$ cat src/rtl/clk_gen_mc_pkg.sv
// Shared register offsets, read-back record and helpers for the multi-channel clock generator.
package clk_gen_mc_pkg;

    localparam logic [3:0] REG_CTRL   = 4'h0;
    localparam logic [3:0] REG_DIV_LO = 4'h1;
    localparam logic [3:0] REG_DIV_HI = 4'h2;
    localparam logic [3:0] REG_BURST  = 4'h3;
    localparam logic [3:0] REG_SYNC   = 4'h5;

    localparam int SYNC_W = 8;

    typedef struct packed {
        logic [7:0] ctrl;
        logic [7:0] div_lo;
        logic [7:0] div_hi;
        logic [7:0] burst;
    } ch_rd_t;

    function automatic logic [7:0] ctrl_byte(input logic en, input logic pol, input logic busy);
        return {busy, 5'b00000, pol, en};
    endfunction

endpackage

$ cat src/rtl/clk_gen_mc_ch.sv
// One clock channel: control registers, phase counter, burst auto-stop and edge strobes.
module clk_gen_mc_ch
    import clk_gen_mc_pkg::*;
#(
    parameter int DIV_W   = 16,
    parameter int BURST_W = 8
) (
    input  logic               clk_i,
    input  logic               rst_i,
    input  logic               i_wr_ctrl,
    input  logic               i_en_val,
    input  logic               i_pol_val,
    input  logic               i_wr_div,
    input  logic [DIV_W-1:0]   i_div_val,
    input  logic               i_wr_burst,
    input  logic [BURST_W-1:0] i_burst_val,
    input  logic               i_sync,
    output ch_rd_t             o_rd,
    output logic               o_clk,
    output logic               o_pos,
    output logic               o_neg
);

    logic               r_en, r_pol, r_phase, r_clk, r_pos, r_neg;
    logic [DIV_W-1:0]   r_div, r_cnt;
    logic [BURST_W-1:0] r_burst, r_pcnt;

    logic               w_en_n, w_pol_n, w_phase_n, w_clk_n, w_restart, w_wr_any;
    logic [DIV_W-1:0]   w_div_n, w_cnt_n;
    logic [BURST_W-1:0] w_burst_n, w_pcnt_n;
    logic [15:0]        w_div16;

    assign w_wr_any = i_wr_ctrl | i_wr_div | i_wr_burst | i_sync;
    assign w_div16  = 16'(r_div);

    assign o_rd.ctrl   = ctrl_byte(r_en, r_pol, r_en);
    assign o_rd.div_lo = w_div16[7:0];
    assign o_rd.div_hi = w_div16[15:8];
    assign o_rd.burst  = 8'(r_burst);
    assign o_clk       = r_clk;
    assign o_pos       = r_pos;
    assign o_neg       = r_neg;

    // Next-state: bus writes first, then the counter; a write suppresses burst auto-stop.
    always_comb begin
        w_en_n    = r_en;
        w_pol_n   = r_pol;
        w_div_n   = r_div;
        w_burst_n = r_burst;
        w_restart = 1'b0;
        if (i_sync) begin
            w_en_n    = 1'b1;
            w_restart = 1'b1;
        end else if (i_wr_ctrl) begin
            w_en_n    = i_en_val;
            w_pol_n   = i_pol_val;
            w_restart = i_en_val & ~r_en;
        end else if (i_wr_div) begin
            w_div_n   = i_div_val;
            w_restart = 1'b1;
        end else if (i_wr_burst) begin
            w_burst_n = i_burst_val;
        end else begin
            w_restart = 1'b0;
        end

        w_cnt_n   = r_cnt;
        w_phase_n = r_phase;
        w_pcnt_n  = r_pcnt;
        if (!r_en || w_restart) begin
            w_cnt_n   = '0;
            w_phase_n = 1'b0;
            w_pcnt_n  = '0;
        end else if (r_cnt == r_div) begin
            w_cnt_n   = '0;
            w_phase_n = ~r_phase;
            if (r_phase && (r_burst != '0)) begin
                if (r_pcnt >= (r_burst - BURST_W'(1))) begin
                    w_pcnt_n = '0;
                    w_en_n   = w_wr_any ? w_en_n : 1'b0;
                end else begin
                    w_pcnt_n = r_pcnt + BURST_W'(1);
                end
            end else begin
                w_pcnt_n = r_pcnt;
            end
        end else begin
            w_cnt_n = r_cnt + DIV_W'(1);
        end

        w_clk_n = w_en_n ? (w_phase_n ^ w_pol_n) : w_pol_n;
    end

    // Channel state and registered clock/strobe outputs.
    always_ff @(posedge clk_i or posedge rst_i) begin
        if (rst_i) begin
            r_en    <= 1'b0;
            r_pol   <= 1'b0;
            r_div   <= '0;
            r_burst <= '0;
            r_cnt   <= '0;
            r_phase <= 1'b0;
            r_pcnt  <= '0;
            r_clk   <= 1'b0;
            r_pos   <= 1'b0;
            r_neg   <= 1'b0;
        end else begin
            r_en    <= w_en_n;
            r_pol   <= w_pol_n;
            r_div   <= w_div_n;
            r_burst <= w_burst_n;
            r_cnt   <= w_cnt_n;
            r_phase <= w_phase_n;
            r_pcnt  <= w_pcnt_n;
            r_clk   <= w_clk_n;
            r_pos   <= w_clk_n & ~r_clk;
            r_neg   <= ~w_clk_n & r_clk;
        end
    end

endmodule

$ cat src/rtl/clk_gen_mc.sv
// Bus front end: address decode, SYNC fan-out, DIV_LO shadows and the ack/read mux over CHANNELS channels.
module clk_gen_mc
    import clk_gen_mc_pkg::*;
#(
    parameter int CHANNELS = 4,
    parameter int DIV_W    = 16,
    parameter int BURST_W  = 8
) (
    input  logic                clk_i,
    input  logic                rst_i,
    input  logic                stb_i,
    input  logic                we_i,
    input  logic [7:0]          adr_i,
    input  logic [7:0]          dat_i,
    output logic [7:0]          dat_o,
    output logic                ack_o,
    output logic [CHANNELS-1:0] clk_out,
    output logic [CHANNELS-1:0] clk_pos,
    output logic [CHANNELS-1:0] clk_neg
);

    logic [3:0] w_ch, w_reg;
    logic       w_ch_ok, w_wr, w_sync_wr;
    logic [7:0] w_rdata;
    logic [7:0] r_shadow [CHANNELS];
    ch_rd_t     w_rd [16];

    assign w_ch      = adr_i[7:4];
    assign w_reg     = adr_i[3:0];
    assign w_ch_ok   = ({1'b0, w_ch} < 5'(CHANNELS));
    assign w_wr      = stb_i & we_i & w_ch_ok;
    assign w_sync_wr = w_wr & (w_reg == REG_SYNC);

    // Unpopulated channel slots read back as zero, which covers out-of-range channel reads.
    for (genvar i = 0; i < 16; i++) begin : g_ch
        if (i < CHANNELS) begin : g_on
            logic w_sel, w_sync;
            assign w_sel = w_wr & (w_ch == 4'(i));
            if (i < SYNC_W) begin : g_sync
                assign w_sync = w_sync_wr & dat_i[i];
            end else begin : g_nosync
                assign w_sync = 1'b0;
            end
            clk_gen_mc_ch #(
                .DIV_W  (DIV_W),
                .BURST_W(BURST_W)
            ) u_ch (
                .clk_i      (clk_i),
                .rst_i      (rst_i),
                .i_wr_ctrl  (w_sel & (w_reg == REG_CTRL)),
                .i_en_val   (dat_i[0]),
                .i_pol_val  (dat_i[1]),
                .i_wr_div   (w_sel & (w_reg == REG_DIV_HI)),
                .i_div_val  (DIV_W'({dat_i, r_shadow[i]})),
                .i_wr_burst (w_sel & (w_reg == REG_BURST)),
                .i_burst_val(BURST_W'(dat_i)),
                .i_sync     (w_sync),
                .o_rd       (w_rd[i]),
                .o_clk      (clk_out[i]),
                .o_pos      (clk_pos[i]),
                .o_neg      (clk_neg[i])
            );
        end else begin : g_off
            assign w_rd[i] = '0;
        end
    end

    // Read mux.
    always_comb begin
        w_rdata = 8'h00;
        case (w_reg)
            REG_CTRL:   w_rdata = w_rd[w_ch].ctrl;
            REG_DIV_LO: w_rdata = w_rd[w_ch].div_lo;
            REG_DIV_HI: w_rdata = w_rd[w_ch].div_hi;
            REG_BURST:  w_rdata = w_rd[w_ch].burst;
            default:    w_rdata = 8'h00;
        endcase
    end

    // DIV_LO shadow registers, committed to the channel by a DIV_HI write.
    always_ff @(posedge clk_i or posedge rst_i) begin
        if (rst_i) begin
            for (int k = 0; k < CHANNELS; k++) begin
                r_shadow[k] <= 8'h00;
            end
        end else begin
            for (int k = 0; k < CHANNELS; k++) begin
                if (w_wr && (w_reg == REG_DIV_LO) && (w_ch == 4'(k))) begin
                    r_shadow[k] <= dat_i;
                end else begin
                    r_shadow[k] <= r_shadow[k];
                end
            end
        end
    end

    // Bus acknowledge and read data.
    always_ff @(posedge clk_i or posedge rst_i) begin
        if (rst_i) begin
            ack_o <= 1'b0;
            dat_o <= 8'h00;
        end else begin
            ack_o <= stb_i;
            dat_o <= (stb_i && !we_i) ? w_rdata : 8'h00;
        end
    end

endmodule

$ cat config.mk
export PLATFORM = sky130hd
export DESIGN_NAME = clk_gen_mc
export DESIGN_NICKNAME = d
export VERILOG_FILES = /design/src/rtl/clk_gen_mc_pkg.sv /design/src/rtl/clk_gen_mc_ch.sv /design/src/rtl/clk_gen_mc.sv
export SDC_FILE = /design/constraint.sdc
export NUM_CORES = 1
export LEC_CHECK = 0
export CAP_MARGIN = 40
export CORE_MARGIN = 5
export CORE_UTILIZATION = 61
export DETAILED_ROUTE_END_ITERATION = 7
export PLACE_DENSITY = 0.83
export REMOVE_ABC_BUFFERS = 1
export SLEW_MARGIN = 10
export SYNTH_ARGS = -nofsm -noshare
export SYNTH_HDL_FRONTEND = slang
export SYNTH_SLANG_ARGS = --single-unit
$ cat constraint.sdc
create_clock -name clk_i -period 23.6 [get_ports clk_i]
set_clock_uncertainty 0.1 [all_clocks]
set_input_delay 7.08 -clock clk_i [delete_from_list [all_inputs] [get_ports clk_i]]
set_output_delay 7.08 -clock clk_i [all_outputs]
set_load 0.005 [all_outputs]
# After elaboration in Yosys (flattened, before gate mapping)
# Cells that the tools add are included.
[totals] reg_bits=257 latchBits=0 ram_bits=0 mem_bits_ro=0 elab_cells=289 mem_count=0
[op_classes] n_addsub=12 mul=0 div_mod_pow=0 order_cmp=6 n_eq_ne=11 shift=0 n_mux=89 bitwise_logic=80 n_reduce_logical=45
[op_table] op="8-bit two-way mux" count=17
[op_table] op="32-bit binary-select mux with 4-bit select" count=1
[op_table] op="16-bit two-way mux" count=8
[op_table] op="16-bit by 1-bit adder with 16-bit output, second input constant" count=4
[op_table] op="16-bit == test" count=4
[op_table] op="32-bit two-way mux" count=2
[op_table] op="1-bit two-way mux" count=60
[op_table] op="1-bit bitwise AND" count=35
[op_table] op="8-bit by 1-bit adder with 8-bit output, second input constant" count=4
[op_table] op="8-bit greater-or-equal comparator" count=4
[op_table] op="8-bit case mux with 4 select lines" count=1
[op_table] op="8-bit nonzero test" count=4
[op_table] op="8-bit by 1-bit subtractor with 8-bit output, second input constant" count=4
[op_table] op="1-bit inverter" count=28
[op_table] op="4-bit by 2-bit == test with 1-bit output, second input constant" count=4
[op_table] op="4-bit AND reduction" count=4
[op_table] op="2-bit nonzero test" count=8
[op_table] op="1-bit OR" count=12
[op_table] op="3-bit AND reduction" count=4
[op_table] op="1-bit logical AND" count=10
[op_table] op="4-bit by 1-bit == test with 1-bit output, second input constant" count=2
[op_table] op="4-bit zero test" count=2
[op_table] op="2-bit AND reduction" count=4
[op_table] op="5-bit greater-or-equal comparator, second input constant" count=1
[op_table] op="6 further kinds" count=16

# Depth between registers and ports, before layout
[logic_depth] depth_word=15 ltp_mapped=12

# Hierarchy
# A second synthesis with hierarchy kept.
[unflattened] cells_unflattened=1253 area_unflattened_um2=14450.1
[modules_own_cells] mod="clk_gen_mc_ch at g_ch[0].g_on.u_ch ..." n_inst=3 cells_per_inst=263 area_per_inst_um2=2924.1 seq_area_each_um2=1351.3
[modules_own_cells] mod="clk_gen_mc_ch at g_ch[3].g_on.u_ch" n_inst=1 cells_per_inst=273 area_per_inst_um2=2996.6 seq_area_each_um2=1351.3
[modules_own_cells] mod="clk_gen_mc" n_inst=1 cells_per_inst=191 area_per_inst_um2=2681.3 seq_area_each_um2=1026.0

# Worst setup path before layout
# Ideal clock, no wire load.
[synth_timing] path_type="input to register" from="input port adr_i[2]" to="register g_ch[0].g_on.u_ch.r_pcnt[4]" setup_ps=118 arrival_ps=8717 path_slack_ps=14665 cell_stages=7 path_buffers=1 cell_sequence="clkbuf_2 > nor4b_4 > nand3_4 > and3_4 > a21boi_4 > o21bai_1 > a21o_1"
[synth_between] elab_chain_cells=8
[synth_rtl] element="from (decl)" line="clk_gen_mc.sv:13" source="input logic [7:0] adr_i,"
[synth_rtl] element="4-bit by 2-bit == test with 1-bit output" line="clk_gen_mc.sv:53" source=".i_wr_div (w_sel & (w_reg == REG_DIV_HI)),"
[synth_rtl] element="1-bit bitwise AND" line="clk_gen_mc.sv:53"
[synth_rtl] element="1-bit two-way mux" line="clk_gen_mc_ch.sv:58" source="end else if (i_wr_div) begin"
[synth_rtl] element="1-bit two-way mux" line="clk_gen_mc_ch.sv:54" source="end else if (i_wr_ctrl) begin"
[synth_rtl] element="1-bit two-way mux (*)" line="clk_gen_mc_ch.sv:51" source="if (i_sync) begin"
[synth_rtl] element="1-bit logical OR (*)" line="clk_gen_mc_ch.sv:70" source="if (!r_en || w_restart) begin"
[synth_rtl] element="2-bit nonzero test (no source line)"
[synth_rtl] element="2-bit AND reduction (no source line)"
[synth_rtl] element="to (signal assigned)" line="clk_gen_mc_ch.sv:114" source="r_pcnt <= w_pcnt_n;"
[synth_rtl] element="to (decl)" line="clk_gen_mc_ch.sv:26" source="logic [BURST_W-1:0] r_burst, r_pcnt;"
# Mark *: on every way between the ends. The rest lies on a longest branch, timed or not.
# A chain may end at the register's enable or synchronous reset.

# Worst setup path in the final report
[layout_timing] from="input port adr_i[0]" to="register g_ch[1].g_on.u_ch.r_cnt[6]"
[layout_between] elab_chain_cells=7
[layout_rtl] element="4-bit by 2-bit == test with 1-bit output" line="clk_gen_mc.sv:53"
[layout_rtl] element="1-bit bitwise AND" line="clk_gen_mc.sv:53"
[layout_rtl] element="1-bit two-way mux" line="clk_gen_mc_ch.sv:58"
[layout_rtl] element="1-bit two-way mux" line="clk_gen_mc_ch.sv:54"
[layout_rtl] element="1-bit two-way mux (*)" line="clk_gen_mc_ch.sv:51"
[layout_rtl] element="1-bit logical OR (*)" line="clk_gen_mc_ch.sv:70"
[layout_rtl] element="16-bit two-way mux (*)" line="clk_gen_mc_ch.sv:70"
[layout_rtl] element="named net g_ch[1].g_on.u_ch.w_cnt_n[6]" line="clk_gen_mc_ch.sv:29" source="logic [DIV_W-1:0] w_div_n, w_cnt_n;"
[layout_rtl] element="to (signal assigned)" line="clk_gen_mc_ch.sv:112" source="r_cnt <= w_cnt_n;"
[layout_rtl] element="to (decl)" line="clk_gen_mc_ch.sv:25" source="logic [DIV_W-1:0] r_div, r_cnt;"
# Mark *: on every way through the listed nets, which the timed path passes. The rest lies on a longest branch.

==> results.yml <==
clock_tree:
  clockBufferDepth: 3
  cts_hold_buf: 0
  cts.clk_slew.worst_paths_ns: 0.06
  cts-resized-gates: 0
  post-cts-setup-buffer-count: 0
  cts_root_buffer: "clkbuf_16"
  clock_latency_ns: 0.53
  numCtsBuffers: 27
  cts_tree: "built"
  cts_max_level: 1
  cts_num_sinks: 257
global_routing:
  grt_pass1_wl_um: 53110
  grt_overflow_total: 0
  grt_pass1_vias: 9874
  grt_max_degree: 124
  grtUsageTotal_pct: 25.34
  antenna_found_initial: 0
setup_path:
  path_max_fanout: 19
  critPathCaptureType: "flip-flop"
  max_stage_delay_ns: 0.84
  reg2reg_depth: 10
  start_kind: "input port"
  cp.depth: 6
  reg2reg_to: "g_ch[3].g_on.u_ch.r_pcnt[5]$_DFFE_PP0P_"
  critical_path.cell_chain: "clkdlybuf4s50_1, nor4b_4, nand3_4, nand3_2, or2_1, nor2_1"
  r2r_slack_ns: 19.98
  crit_type: "input port to flip-flop"
  critPathArrivalTime_ns: 10.05
  cpMaxStageDelayCell: "nor4b_4"
  reg2reg_from: "g_ch[3].g_on.u_ch.r_burst[4]$_DFFE_PP0P_"
  crit_family: "simple AND/OR/NAND/NOR gates"
  cp_num_buf_inv: 1
  crit_required_ns: 23.88
run:
  max_cap_viol_count: 0
logic_synthesis:
  post-synth-top-area-fraction_pct: 46.44
  netlist_area_sq_um: 13850
  yosysSeqAreaShare_pct: 46.44
  synth_ff_type: "dfrtp_1"
  syn_inst: 1244
  synthTopCellsByArea: "dfrtp_1 (46%), mux2_2 (9.5%), xnor2_1 (7.0%), ha_1 (4.3%), mux4_2 (4.2%)"
  synth_cell_types: 66
  ys_seq_elements: 257
  synth.avg_cell_area_sq_um: 11.13
  yosysTopAreaCell: "dfrtp_1"
  yosys_warnings: 0
  synth_edf_count: 0
  synth-async-reset-ratio_pct: 100.0
sta:
  fmax_mhz: 102.4
  worst_slack_ns: 13.84
  hold_viol: 0
  maxSlewViolCount: 0
  timing.final.crit_share_pct: 41.37
  period_needed_ns: 9.764
  worst_hold_slack_ns: 0.3718
  setup_violations: 0
  tightest_slew_ns: 0.8833
  rsz0062_at_grt: "false"
  tns_ns: 0
  slew_headroom_pct: 40.61
power:
  p_seq_share_pct: 48.0
  p_sw_share_pct: 24.07
  power_density_nw_per_um2: 62.07
  p_switching_w: 0.0002290
  combinationalPowerShare_pct: 8.6
  p_int_w: 0.0007224
  vdd_drop_max_mv: 0.05843
  pwr-share-clk_pct: 43.4
  total_power_w: 0.0009514
  leakage_nw: 7.166
routing:
  routed_wl_um: 32410
  firstDrtPassIters: 8
  routedWlPerCell_um: 20.59
  post-route-drc-count: 0
  vias: 9786
  dr.first_iter.drc_count: 746
  antenna_left: 0
  via_per_inst: 6.217
worst_hold_path:
  whs_endpoint: "g_ch[3].g_on.u_ch.r_div[1]$_DFFE_PP0P_"
  min_path_type: "flip-flop to flip-flop"
  min_from: "r_shadow[1]$_DFFE_PP0P_"
  holdPathStages: 2
die:
  start_util_pct: 61.54
  die_w_um: 160.7
  die-area_sq_um: 25810
  pin_count: 41
  die_h_um: 160.7
  rows: 55
  core_sq_um: 22500
final_layout:
  n_fill_cell: 1546
  multi_input_area_sq_um: 7028
  nNetsFinal: 1337
  drive_gt1_share_pct: 17.53
  layout_commonest_cell: "dfrtp_1"
  seq_area_sq_um: 6431
  syn2layout_area_growth_pct: 10.69
  final_cell_mix: "dfrtp_1 (257), nand2_1 (119), mux2_2 (117), nor2_1 (113), xnor2_1 (110)"
  antenna_cells: 0
place:
  dpl.hpwl_um: 23070
  port_buffers: 40
  gp_congestion: 0.8973
  dpl_worst_slack_ns: 13.31
run_status:
  status: "complete, no violations"
[power by group through the flow]
stage / combinational, W / clock (W) / sequential, W
final: 0.0000819 / 0.000413 / 0.000457
after global placement: 0.0000770 / 0 / 0.000464
after floorplan: 0.0000511 / 0 / 0.000461
after global routing: 0.0000903 / 0.000435 / 0.000457
after CTS: 0.0000819 / 0.000417 / 0.000456
after detailed placement: 0.0000810 / 0 / 0.000464
[registers in the layout, indices dropped and copies added, names as in the netlist]
signal / cells
g_ch.g_on.u_ch.r_phase: 4
g_ch.g_on.u_ch.o_clk: 4
r_shadow: 32
g_ch.g_on.u_ch.o_neg: 4
g_ch.g_on.u_ch.o_pos: 4
dat_o: 8
g_ch.g_on.u_ch.r_en: 4
g_ch.g_on.u_ch.r_pcnt: 32
g_ch.g_on.u_ch.r_div: 64
g_ch.g_on.u_ch.r_pol: 4
g_ch.g_on.u_ch.r_burst: 32
ack_o: 1
g_ch.g_on.u_ch.r_cnt: 64
[how the worst max path moves through the flow]
stage	from	end	slack, ns
after global placement	adr_i[0]	g_ch[2].g_on.u_ch.r_cnt[2]$_DFF_PP0_	13.47
final	adr_i[0]	g_ch[1].g_on.u_ch.r_cnt[6]$_DFF_PP0_	13.84
after global routing	adr_i[0]	g_ch[3].g_on.u_ch.r_cnt[2]$_DFF_PP0_	13.67
after detailed placement	adr_i[0]	g_ch[1].g_on.u_ch.r_cnt[6]$_DFF_PP0_	13.31
after CTS	adr_i[0]	g_ch[1].g_on.u_ch.r_cnt[3]$_DFF_PP0_	13.86
after floorplan	rst_i	ack_o$_DFF_PP0_	9.35
[Yosys cell counts (all sizes together) (13+ instances only)]
cell type  number
nand4          34
mux2          117
o21ai          19
mux4           26
a21o           18
nand3          52
and3           25
nand2         119
dfrtp         257
a22o           13
nor3           13
inv            30
xor2           40
buf            34
clkbuf         23
ha             48
nor2          114
mux2i          13
xnor2         110
[metrics by stage]
| stage | instances | util, % | cell area [sq um] |
|---|---|---|---|
| global placement | 1521 | 63.99 | 14400 |
| CTS | 1573 | 68.00 | 15300 |
| detailed placement | 1524 | 64.19 | 14440 |
| finish | 1574 | 68.12 | 15330 |
| global route | 1574 | 68.12 | 15330 |
| floorplan | 1187 | - | 13560 |
[worst min-delay path: stages (launching register included)]
cell	delay (ns)
dfrtp_1	0.35
nand2_1	0.05
nand2_1	0.05
[routing by layer]
metal	routed length [um]	part of all wire (%)	global-route usage [%]	vias up
met5	0	0	0	-
met4	1269	3.9	9.464	0
met3	2104	6.5	3.644	82
met2	15340	47	40.71	344
met1	13690	42	35.38	4914
li1	-	-	-	4446
[cell type report]
type / count / share of cell area [%]
Timing Repair Buffer: 53 / 3.494
Multi-Input combinational cell: 900 / 45.85
Sequential cell: 257 / 41.96
Clock inverter: 13 / 0.7673
Clock buffer: 36 / 4.824
Tap cell: 285 / 2.326
Inverter: 30 / 0.7836
[kinds of logic after synthesis]
kind of cell	share of synthesized area, %
buffers and inverters	2.918
multiplexers	14.68
flip-flops	46.44
XOR/XNOR	9.487
AO/OA/AOI/OAI	6.063
adder cells (fa/ha/maj)	4.337
AND/OR/NAND/NOR	16.07
No activity file was read; power rests on OpenSTA's default activity.
